==> src/rtl/cpu_pkg.sv <==
// ============================================================================
// Module : cpu_pkg
// Shared opcodes, FSM encoding, instruction fields and decode helpers.
// Rev    : 1.0
// ============================================================================
`default_nettype none

package cpu_pkg;

    localparam int XLEN = 16;
    localparam int IMM_W = 6;

    localparam logic [3:0] OP_NOP  = 4'd0;
    localparam logic [3:0] OP_ADD  = 4'd1;
    localparam logic [3:0] OP_SUB  = 4'd2;
    localparam logic [3:0] OP_AND  = 4'd3;
    localparam logic [3:0] OP_OR   = 4'd4;
    localparam logic [3:0] OP_ADDI = 4'd5;
    localparam logic [3:0] OP_BEQ  = 4'd6;
    localparam logic [3:0] OP_HALT = 4'd15;

    localparam int OP_MSB  = 15;
    localparam int OP_LSB  = 12;
    localparam int RD_MSB  = 11;
    localparam int RD_LSB  = 9;
    localparam int RS1_MSB = 8;
    localparam int RS1_LSB = 6;
    localparam int RS2_MSB = 5;
    localparam int RS2_LSB = 3;
    localparam int IMM_MSB = 5;
    localparam int IMM_LSB = 0;

    typedef enum logic [2:0] {
        S_FETCH  = 3'd0,
        S_DECODE = 3'd1,
        S_EXEC   = 3'd2,
        S_WB     = 3'd3,
        S_HALT   = 3'd4
    } state_t;

    // rs2 and imm6 share the low bits of the word; both views are kept here.
    typedef struct packed {
        logic [3:0]       op;
        logic [2:0]       rd;
        logic [2:0]       rs1;
        logic [2:0]       rs2;
        logic [IMM_W-1:0] imm;
    } instr_fields_t;

    function automatic instr_fields_t decode(input logic [XLEN-1:0] word);
        instr_fields_t f;
        f.op  = word[OP_MSB:OP_LSB];
        f.rd  = word[RD_MSB:RD_LSB];
        f.rs1 = word[RS1_MSB:RS1_LSB];
        f.rs2 = word[RS2_MSB:RS2_LSB];
        f.imm = word[IMM_MSB:IMM_LSB];
        return f;
    endfunction

    function automatic logic [XLEN-1:0] sext_imm(input logic [IMM_W-1:0] imm);
        return {{(XLEN-IMM_W){imm[IMM_W-1]}}, imm};
    endfunction

    function automatic logic is_write_op(input logic [3:0] op);
        return (op == OP_ADD) || (op == OP_SUB) || (op == OP_AND) ||
               (op == OP_OR)  || (op == OP_ADDI);
    endfunction

    function automatic logic is_legal_op(input logic [3:0] op);
        return (op <= OP_BEQ) || (op == OP_HALT);
    endfunction

endpackage

`default_nettype wire

==> src/rtl/cpu_alu.sv <==
// ============================================================================
// Module : cpu_alu
// Combinational ALU for the execute stage; eq drives the BEQ decision.
// Rev    : 1.0
// ============================================================================
`default_nettype none

module cpu_alu
    import cpu_pkg::*;
#(
    parameter int DATA_W = 16
) (
    input  logic [3:0]        op,
    input  logic [DATA_W-1:0] a,
    input  logic [DATA_W-1:0] b,
    input  logic [DATA_W-1:0] imm,
    output logic [DATA_W-1:0] result,
    output logic              eq
);

    always_comb begin
        result = '0;
        case (op)
            OP_ADD:  result = a + b;
            OP_SUB:  result = a - b;
            OP_AND:  result = a & b;
            OP_OR:   result = a | b;
            OP_ADDI: result = a + imm;
            default: result = '0;
        endcase
    end

    assign eq = (a == b);

endmodule

`default_nettype wire

==> src/rtl/cpu_ctrl_fsm.sv <==
// ============================================================================
// Module : cpu_ctrl_fsm
// Multi-cycle fetch/decode/execute/writeback control with PC and halt.
// Option : CPU_CTRL_ILLEGAL_TRAP_EN - illegal opcodes halt and raise illegal_op.
// Rev    : 1.0
// ============================================================================
`default_nettype none

module cpu_ctrl_fsm
    import cpu_pkg::*;
#(
    parameter int DATA_W = XLEN,
    parameter int PC_W   = 8,
    parameter int NREG   = 8,
    localparam int RA_W  = $clog2(NREG)
) (
    input  logic              clk,
    input  logic              rst_n,
    output logic              instr_req,
    output logic [PC_W-1:0]   instr_addr,
    input  logic              instr_valid,
    input  logic [DATA_W-1:0] instr,
    output logic [RA_W-1:0]   rf_raddr1,
    output logic [RA_W-1:0]   rf_raddr2,
    input  logic [DATA_W-1:0] rf_rdata1,
    input  logic [DATA_W-1:0] rf_rdata2,
    output logic              rf_we,
    output logic [RA_W-1:0]   rf_waddr,
    output logic [DATA_W-1:0] rf_wdata,
    output logic [PC_W-1:0]   pc,
    output logic              halted
`ifdef CPU_CTRL_ILLEGAL_TRAP_EN
    ,
    output logic              illegal_op
`endif
);

    state_t            r_state;
    logic [DATA_W-1:0] r_instr;
    logic [DATA_W-1:0] r_op_a;
    logic [DATA_W-1:0] r_op_b;
    logic [PC_W-1:0]   r_pc;
    logic              r_branch_taken;
    logic              r_instr_req;
    logic              r_halted;
    logic              r_rf_we;
    logic [RA_W-1:0]   r_rf_waddr;
    logic [DATA_W-1:0] r_rf_wdata;
`ifdef CPU_CTRL_ILLEGAL_TRAP_EN
    logic              r_illegal_op;
`endif

    instr_fields_t     w_fields;
    logic [DATA_W-1:0] w_imm;
    logic [DATA_W-1:0] w_alu_result;
    logic              w_alu_eq;
    logic [PC_W-1:0]   w_pc_seq;
    logic [PC_W-1:0]   w_pc_target;
    logic              w_do_trap;

    assign w_fields = decode(r_instr);
    assign w_imm    = sext_imm(w_fields.imm);

    // Both PC sums are truncated to PC_W, so wrap-around falls out naturally.
    assign w_pc_seq    = r_pc + PC_W'(1);
    assign w_pc_target = w_pc_seq + w_imm[PC_W-1:0];

`ifdef CPU_CTRL_ILLEGAL_TRAP_EN
    assign w_do_trap = !is_legal_op(w_fields.op);
`else
    assign w_do_trap = 1'b0;
`endif

    cpu_alu #(
        .DATA_W (DATA_W)
    ) u_alu (
        .op     (w_fields.op),
        .a      (r_op_a),
        .b      (r_op_b),
        .imm    (w_imm),
        .result (w_alu_result),
        .eq     (w_alu_eq)
    );

    // instr_req is registered, so the first cycle after reset release is a
    // quiet S_FETCH cycle; acceptance is gated on the request actually being up.
    always_ff @(posedge clk or negedge rst_n) begin
        if (!rst_n) begin
            r_state        <= S_FETCH;
            r_instr        <= '0;
            r_op_a         <= '0;
            r_op_b         <= '0;
            r_pc           <= '0;
            r_branch_taken <= 1'b0;
            r_instr_req    <= 1'b0;
            r_halted       <= 1'b0;
            r_rf_we        <= 1'b0;
            r_rf_waddr     <= '0;
            r_rf_wdata     <= '0;
`ifdef CPU_CTRL_ILLEGAL_TRAP_EN
            r_illegal_op   <= 1'b0;
`endif
        end else begin
            case (r_state)
                S_FETCH: begin
                    if (r_instr_req && instr_valid) begin
                        r_instr     <= instr;
                        r_instr_req <= 1'b0;
                        r_state     <= S_DECODE;
                    end else begin
                        r_instr_req <= 1'b1;
                    end
                end
                S_DECODE: begin
                    r_op_a  <= rf_rdata1;
                    r_op_b  <= rf_rdata2;
                    r_state <= S_EXEC;
                end
                S_EXEC: begin
                    r_branch_taken <= (w_fields.op == OP_BEQ) && w_alu_eq;
                    if (w_fields.op == OP_HALT || w_do_trap) begin
                        r_halted <= 1'b1;
                        r_state  <= S_HALT;
`ifdef CPU_CTRL_ILLEGAL_TRAP_EN
                        r_illegal_op <= w_do_trap;
`endif
                    end else begin
                        r_state <= S_WB;
                        if (is_write_op(w_fields.op)) begin
                            r_rf_we    <= 1'b1;
                            r_rf_waddr <= RA_W'(w_fields.rd);
                            r_rf_wdata <= w_alu_result;
                        end
                    end
                end
                S_WB: begin
                    r_rf_we     <= 1'b0;
                    r_pc        <= r_branch_taken ? w_pc_target : w_pc_seq;
                    r_instr_req <= 1'b1;
                    r_state     <= S_FETCH;
                end
                S_HALT: begin
                    r_instr_req <= 1'b0;
                    r_rf_we     <= 1'b0;
                    r_state     <= S_HALT;
                end
                default: begin
                    r_state <= S_FETCH;
                end
            endcase
        end
    end

    // BEQ compares R[rd] with R[rs1], so port B reads rd for that opcode.
    assign rf_raddr1  = RA_W'(w_fields.rs1);
    assign rf_raddr2  = (w_fields.op == OP_BEQ) ? RA_W'(w_fields.rd) : RA_W'(w_fields.rs2);

    assign instr_req  = r_instr_req;
    assign instr_addr = r_pc;
    assign pc         = r_pc;
    assign halted     = r_halted;
    assign rf_we      = r_rf_we;
    assign rf_waddr   = r_rf_waddr;
    assign rf_wdata   = r_rf_wdata;
`ifdef CPU_CTRL_ILLEGAL_TRAP_EN
    assign illegal_op = r_illegal_op;
`endif

endmodule

`default_nettype wire

==> config.mk <==
export PLATFORM = sky130hd
export DESIGN_NAME = cpu_ctrl_fsm
export DESIGN_NICKNAME = d
export VERILOG_FILES = /design/src/rtl/cpu_pkg.sv /design/src/rtl/cpu_alu.sv /design/src/rtl/cpu_ctrl_fsm.sv
export SDC_FILE = /design/constraint.sdc
export NUM_CORES = 1
export LEC_CHECK = 0
export CAP_MARGIN = 20
export CORE_MARGIN = 8
export CORE_UTILIZATION = 55
export DETAILED_ROUTE_END_ITERATION = 6
export PLACE_DENSITY = 0.88
export SLEW_MARGIN = 10
export SYNTH_ARGS = -nofsm -noshare
export SYNTH_HDL_FRONTEND = slang
export SYNTH_SLANG_ARGS = --single-unit
==> constraint.sdc <==
create_clock -name clk -period 5.15 [get_ports clk]
set_input_delay 0.515 -clock clk [delete_from_list [all_inputs] [get_ports clk]]
set_output_delay 0.515 -clock clk [all_outputs]
set_load 0.005 [all_outputs]
* Word level (Yosys, flattened, before mapping)
Cells that the tools add are included.
** Storage, ports and cells
- Register bits after elaboration :: 82
- Bits in latches :: 0
- Bits in writable memories :: 0
- Memory bits (read-only) :: 0
- Output and inout bits :: 44
- Logic and storage cells :: 59
- Memories :: 0
** Cells by class
- $add $sub $neg :: 5
- Multiply operators :: 0
- Divide/modulo/power cells :: 0
- $lt $le $gt $ge :: 0
- Eq/ne operators :: 15
- Shifts and indexed selects :: 0
- Multiplexer cells :: 11
- Bitwise logic cells :: 3
- Reduce and logical (&&, ||, !) cells :: 14
** Operators with widths (count)
- $pmux W16 S5 :: 1
- $add A16 B16 Y16 :: 2
- $and A16 B16 Y16 :: 1
- $eq A16 B16 Y1 :: 1
- $or A16 B16 Y16 :: 1
- $sub A16 B16 Y16 :: 1
- $eq A4 B3 Y1 const B :: 3
- $pmux W3 S4 :: 1
- $mux W3 :: 3
- $add A8 B1 Y8 const B :: 1
- $add A8 B8 Y8 :: 1
- $eq A4 B2 Y1 const B :: 2
- $mux W8 :: 1
- $eq A3 B2 Y1 const B :: 2
- $ne A2 B2 Y1 const B :: 3
- $reduce_and A3 Y1 :: 2
- $eq A4 B1 Y1 const B :: 1
- $eq A4 B4 Y1 const B :: 1
- $logic_or A1 B1 Y1 :: 4
- $reduce_and A2 Y1 :: 2
- $eq A3 B1 Y1 const B :: 1
- $eq A3 B3 Y1 const B :: 1
- $logic_not A3 Y1 :: 1
- $mux W1 :: 3
- other kinds (7) :: 8

* Depth between registers and ports, before layout
- Depth after elaboration :: 8
- Mapped depth :: 15
- Gate-level depth less buffers :: 12

* Cells and area by module
A second synthesis with hierarchy kept.
** Second synthesis, totals
- Cell total of the unflattened synthesis :: 661
- Area total of the unflattened synthesis :: 6431.2 um^2
** By module, submodules not included
- cpu_ctrl_fsm :: times used 1, cells an instance 296, area an instance 3819.9 um^2
- cpu_alu :: times used 1, cells an instance 365, area an instance 2611.3 um^2

* Least setup slack after synthesis
OpenSTA, ideal clock, no wires.
- Path type :: flip-flop to flip-flop
- Start point :: register r_instr[13]
- End point :: register r_rf_wdata[12] (netlist: rf_wdata[12])
- Arrival :: 2920 ps
- Required time :: 5024 ps
- Slack :: 2104 ps
- Stages on the path, launching flop included :: 14
- Path buffers :: 2
- Clock period less this slack :: 3046 ps
- Cell sequence :: dfrtp_1 > buf_2 > nand4bb_1 > buf_2 > mux2_2 > ha_1 > fa_1 > a21o_1 > a21oi_2 > a21oi_1 > or2_1 > o21ai_1 > nor4b_1 > o32a_1
** Between the ends
- Cells in the longest elaborated chain, start to end :: 6
** RTL lines
- start: declaration :: RTL line cpu_ctrl_fsm.sv:39 : logic [DATA_W-1:0] r_instr;
- start signal: assignment :: RTL line cpu_ctrl_fsm.sv:107 : r_instr <= instr;
- $eq A4 B1 Y1 / $eq A4 B2 Y1 (equally long branches) :: RTL line cpu_pkg.sv:65, cpu_alu.sv:23
- $logic_or A1 B1 Y1 (3 in a row) :: RTL line cpu_pkg.sv:65 : return (op == OP_ADD) || (op == OP_SUB) || (op == OP_AND) ||
- $logic_or A1 B1 Y1 :: RTL line cpu_pkg.sv:66 : (op == OP_OR) || (op == OP_ADDI);
- $reduce_and A3 Y1 (no line)
- end signal: assignment :: RTL line cpu_ctrl_fsm.sv:132 : r_rf_wdata <= w_alu_result;
- end: declaration :: RTL line cpu_ctrl_fsm.sv:48 : logic [DATA_W-1:0] r_rf_wdata;
Parallel ways exist; a longest one is shown, timed or not.
A chain may end at the register's enable or synchronous reset.

* Final worst setup path
- Start point :: register r_instr[15]
- End point :: register r_rf_wdata[12] (netlist: rf_wdata[12])
Same word-level chain as after synthesis.

==> parameters.txt <==
Parameter                              Value

Timing
  Portion of the clock cycle consumed by the worst path in the final layout ... 0.685
  Final sum of negative setup slack ... 0 ps
  Worst Max-Slew Pin Slew ... 1070 ps
  Fin crit period ... between 3000 and 4000 ps
  Max-slew violation total from the final report ... 0
  Clock skew after layout ... between 10 and 15 ps
  Setup-violating endpoint count in the final report ... 0
  Max transition margin ... 0.288
  Final hold violation count ... 0
  Unrepaired setup endpoints after global routing ... no
  Upper clock frequency limit ... 284 MHz

Detailed routing
  Number of nets with antenna violations after detailed routing ... 0
  First-pass iteration count of the detailed router ... 5
  DR WL/cell ... 18.6 um
  Vias per Instance ... 6.05
  Detailed-route wire length ... 17500 um
  Post-route DRC ... 0
  Total number of vias ... between 5000 and 6000
  DRC marker count from the first detailed-route iteration ... ~570

Clocking
  TritonCTS clock tree ... yes
  Number of buffers inserted by post-CTS setup repair ... 0
  H-tree lvl count ... 3
  Clock net sink count ... 82
  Clock-pin slew on the worst setup and hold paths ... roughly 70 ps
  Clock buffers created by TritonCTS ... 9
  CTS Hold Buffers Added ... 0
  Clock Latency Late Sink ... 350 ps
  Post-CTS Resized ... 0
  Maximum count of clock buffers along a single path ... 2
  Cell at the root of the clock tree ... sky130_fd_sc_hd__clkbuf_16

Logic synthesis
  Synthesized-area fraction occupied by xor and xnor cells ... 0.0390
  Share of the synthesized area in the top cell type ... 0.327
  Yosys cell types ... 72
  Cell type with the largest total area after synthesis ... sky130_fd_sc_hd__dfrtp_1
  Area fraction in compound gates after synthesis ... 0.180
  Ys flop type ... sky130_fd_sc_hd__dfrtp_1
  Mux cell area share after synthesis ... 0.0542
  Post-synthesis share of cell area spent on and, or, nand and nor gates ... 0.180
  Post-Syn Instances ... between 700 and 800
  Average instance area after synthesis ... 8.67 sq um
  Count of warnings emitted by yosys ... 0
  Fraction of the yosys area taken by sequential cells ... 0.327
  Leading cell types by count after synthesis ... 108 x sky130_fd_sc_hd__nand2_1, 82 x sky130_fd_sc_hd__dfrtp_1, 72 x sky130_fd_sc_hd__ha_1
  Fraction of synthesis flops using an asynchronous set or reset pin ... 1.00
  Synthesized cell area ... 6280 sq um
  Cell with the most instances after synthesis ... sky130_fd_sc_hd__nand2_1
  EDFF count, synth ... 0
  Combinational family with the most area after synthesis ... simple AND/OR/NAND/NOR gates
  Cells taking the most area after synthesis ... sky130_fd_sc_hd__dfrtp_1 33%, sky130_fd_sc_hd__ha_1 14%, sky130_fd_sc_hd__nand2_1 6.5%
  Fraction of the mapped netlist area in adder cells ... 0.153
  Net count after synthesis ... 851
  Synthesized flop and latch total ... 82

Setup path
  CP Cell Sequence ... nand4bb_1 > buf_4 > mux2_2 > ha_1 > fa_1 > a21o_1 > a21oi_2 > a21oi_1 > or2_1 > o21ai_1 > nor4b_1 > o32a_1
  Destination of the worst register-to-register timing path ... rf_wdata[12]
  Critical path fanouts, max ... 17
  R2r startpoint ... r_instr[15]
  Kind of capture point of the worst setup path ... register
  Classification of the worst setup path ... reg2reg
  Element type at the critical path start ... register
  Crit. Startpoint ... r_instr[15]
  Slowest cell delay on critical path ... 590 ps
  Reg2Reg Depth ... 12
  Critical path data required time ... 5430 ps
  WP data arrival ... 3810 ps
  Cell with the largest stage delay on the worst path ... sky130_fd_sc_hd__dfrtp_1
  Setup slack of the most critical reg-to-reg path ... 1620 ps
  CP Capture Point ... rf_wdata[12]

Layout
  Area overhead of the layout relative to synthesis ... 20.1%
  N_diodes ... 0
  # nets final ... 921
  Share of cells above drive strength 1 ... 0.0763
  Number of fill cells ... 911

Place
  Global placement routability congestion ... 0.933
  Sum of net half-perimeters after detailed placement ... 13000 um
  Count of port buffers added during placement ... 94

Outcome
  Run status ... completed

Power and ir drop
  Clk network pwr share ... 0.117
  Pleak ... 3.34 nW
  Switching Power ... 2.59 mW
  Share of total power in combinational logic ... 0.640
  Peak supply drop ... 0.372 mV
  Overall power consumption ... 5.40 mW
  Internal power contribution ... 2.81 mW
  Sequential Power Share ... 0.242
  Proportion of total power due to net switching ... 0.479
  Power density cells ... 716 nW/um^2

Global routing
  First-pass GRT wire length ... 27900 um
  Via count of the first global-routing pass ... 5717
  Number of antenna violations at the first check in global routing ... 0
  Pin count of the biggest net entering global routing ... 83
  Total congestion overflow ... 0
  Total GRT Usage ... 0.233

Floorplanning
  Area inside the core boundary ... 11300 sq um
  Die X-Extent ... between 100 and 150 um
  Row count ... 39
  I/O pin total ... 95
  Die Y-Extent ... 123 um
  Starting utilization of the core area ... 0.557
  Die area ... approximately 15000 sq um

Hold path
  HP Class ... in2async

Flow run
  MaxCap Viol Count ... 0
[state kept, by name, indices dropped and copies added (netlist names)]
name            cells
r_instr            16
r_op_a             16
r_op_b             16
rf_wdata           16
instr_addr          8
r_state             3
rf_waddr            3
halted              1
instr_req           1
r_branch_taken      1
rf_we               1
[power by group through the flow]
| stage | combinational (mW) | clock (mW) | sequential, mW |
|---|---|---|---|
| finish | 3.46 | 0.633 | 1.31 |
| global route | 3.81 | 0.656 | 1.34 |
| CTS | 3.41 | 0.635 | 1.30 |
| detailed placement | 3.37 | 0 | 1.30 |
| global placement | 3.22 | 0 | 1.28 |
| floorplan | 2.50 | 0 | 1.16 |
[through the flow]
step	hold WS (ps)	area [sq um]	worst slack (ps)	cells	util
6_report	74.2	7550	1620	943	0.670
5_1_grt	109	7550	1380	943	0.670
4_1_cts	408	7500	1660	941	0.666
3_5_place_dp	476	7210	1690	925	0.640
3_3_place_gp	457	7210	1830	925	0.640
2_1_floorplan	219	6280	2100	725	-
[worst min-delay path by stage]
stage,startpoint,end,slack [ps],depth (start not counted)
after detailed placement,rf_wdata[5],rf_wdata[5],480,2
after global routing,rst_n,rf_wdata[6],110,1
after global placement,rf_waddr[1],rf_waddr[1],460,2
after floorplan,rst_n,halted,220,0
final,rst_n,rf_wdata[6],70,1
after CTS,rst_n,r_op_b[6],410,1
[final cells by class]
class                           count  area (sq um)  area share
Clock buffer                        9           225      0.0298
Inverter                           44           165      0.0219
Timing Repair Buffer              101          1020       0.135
Tap cell                          143           179      0.0237
Clock inverter                      7          66.3     0.00879
Sequential cell                    82          2050       0.272
Multi-Input combinational cell    557          3840       0.509
[critical path, delay by kind of cell (launching register included)]
family | cells | cell delay (ps)
compound gates | 5 | 880
simple gates | 3 | 740
fa+ha+maj | 2 | 630
flops | 1 | 590
mux | 1 | 360
buf+inv | 1 | 260
[routing by layer]
layer  share of wire  vias up  GRT usage
met3           0.077       60     0.0373
met1            0.41     2705      0.281
met4           0.039        0      0.133
li1                -     2668          -
met2            0.48      272      0.388
met5               0        -          0
[placed cells by master (no fill, tap or decap), types with 16 or more instances in the layout]
| master | Yosys | layout |
|---|---|---|
| sky130_fd_sc_hd__clkdlybuf4s50_1 | 0 | 93 |
| sky130_fd_sc_hd__mux2_2 | 24 | 24 |
| sky130_fd_sc_hd__xnor2_1 | 16 | 16 |
| sky130_fd_sc_hd__a21oi_1 | 36 | 36 |
| sky130_fd_sc_hd__nor2_1 | 52 | 52 |
| sky130_fd_sc_hd__nand2_1 | 108 | 108 |
| sky130_fd_sc_hd__nand3_1 | 17 | 17 |
| sky130_fd_sc_hd__ha_1 | 72 | 72 |
| sky130_fd_sc_hd__inv_1 | 44 | 44 |
| sky130_fd_sc_hd__o21ai_0 | 69 | 69 |
| sky130_fd_sc_hd__dfrtp_1 | 82 | 82 |
[logic make-up after synthesis]
| group | Yosys count |
|---|---|
| mux | 31 |
| simple gates | 243 |
| fa+ha+maj | 75 |
| xor+xnor | 28 |
| buf+inv | 86 |
| compound gates | 180 |
| flops | 82 |
Power figures use the tool's default switching activity.
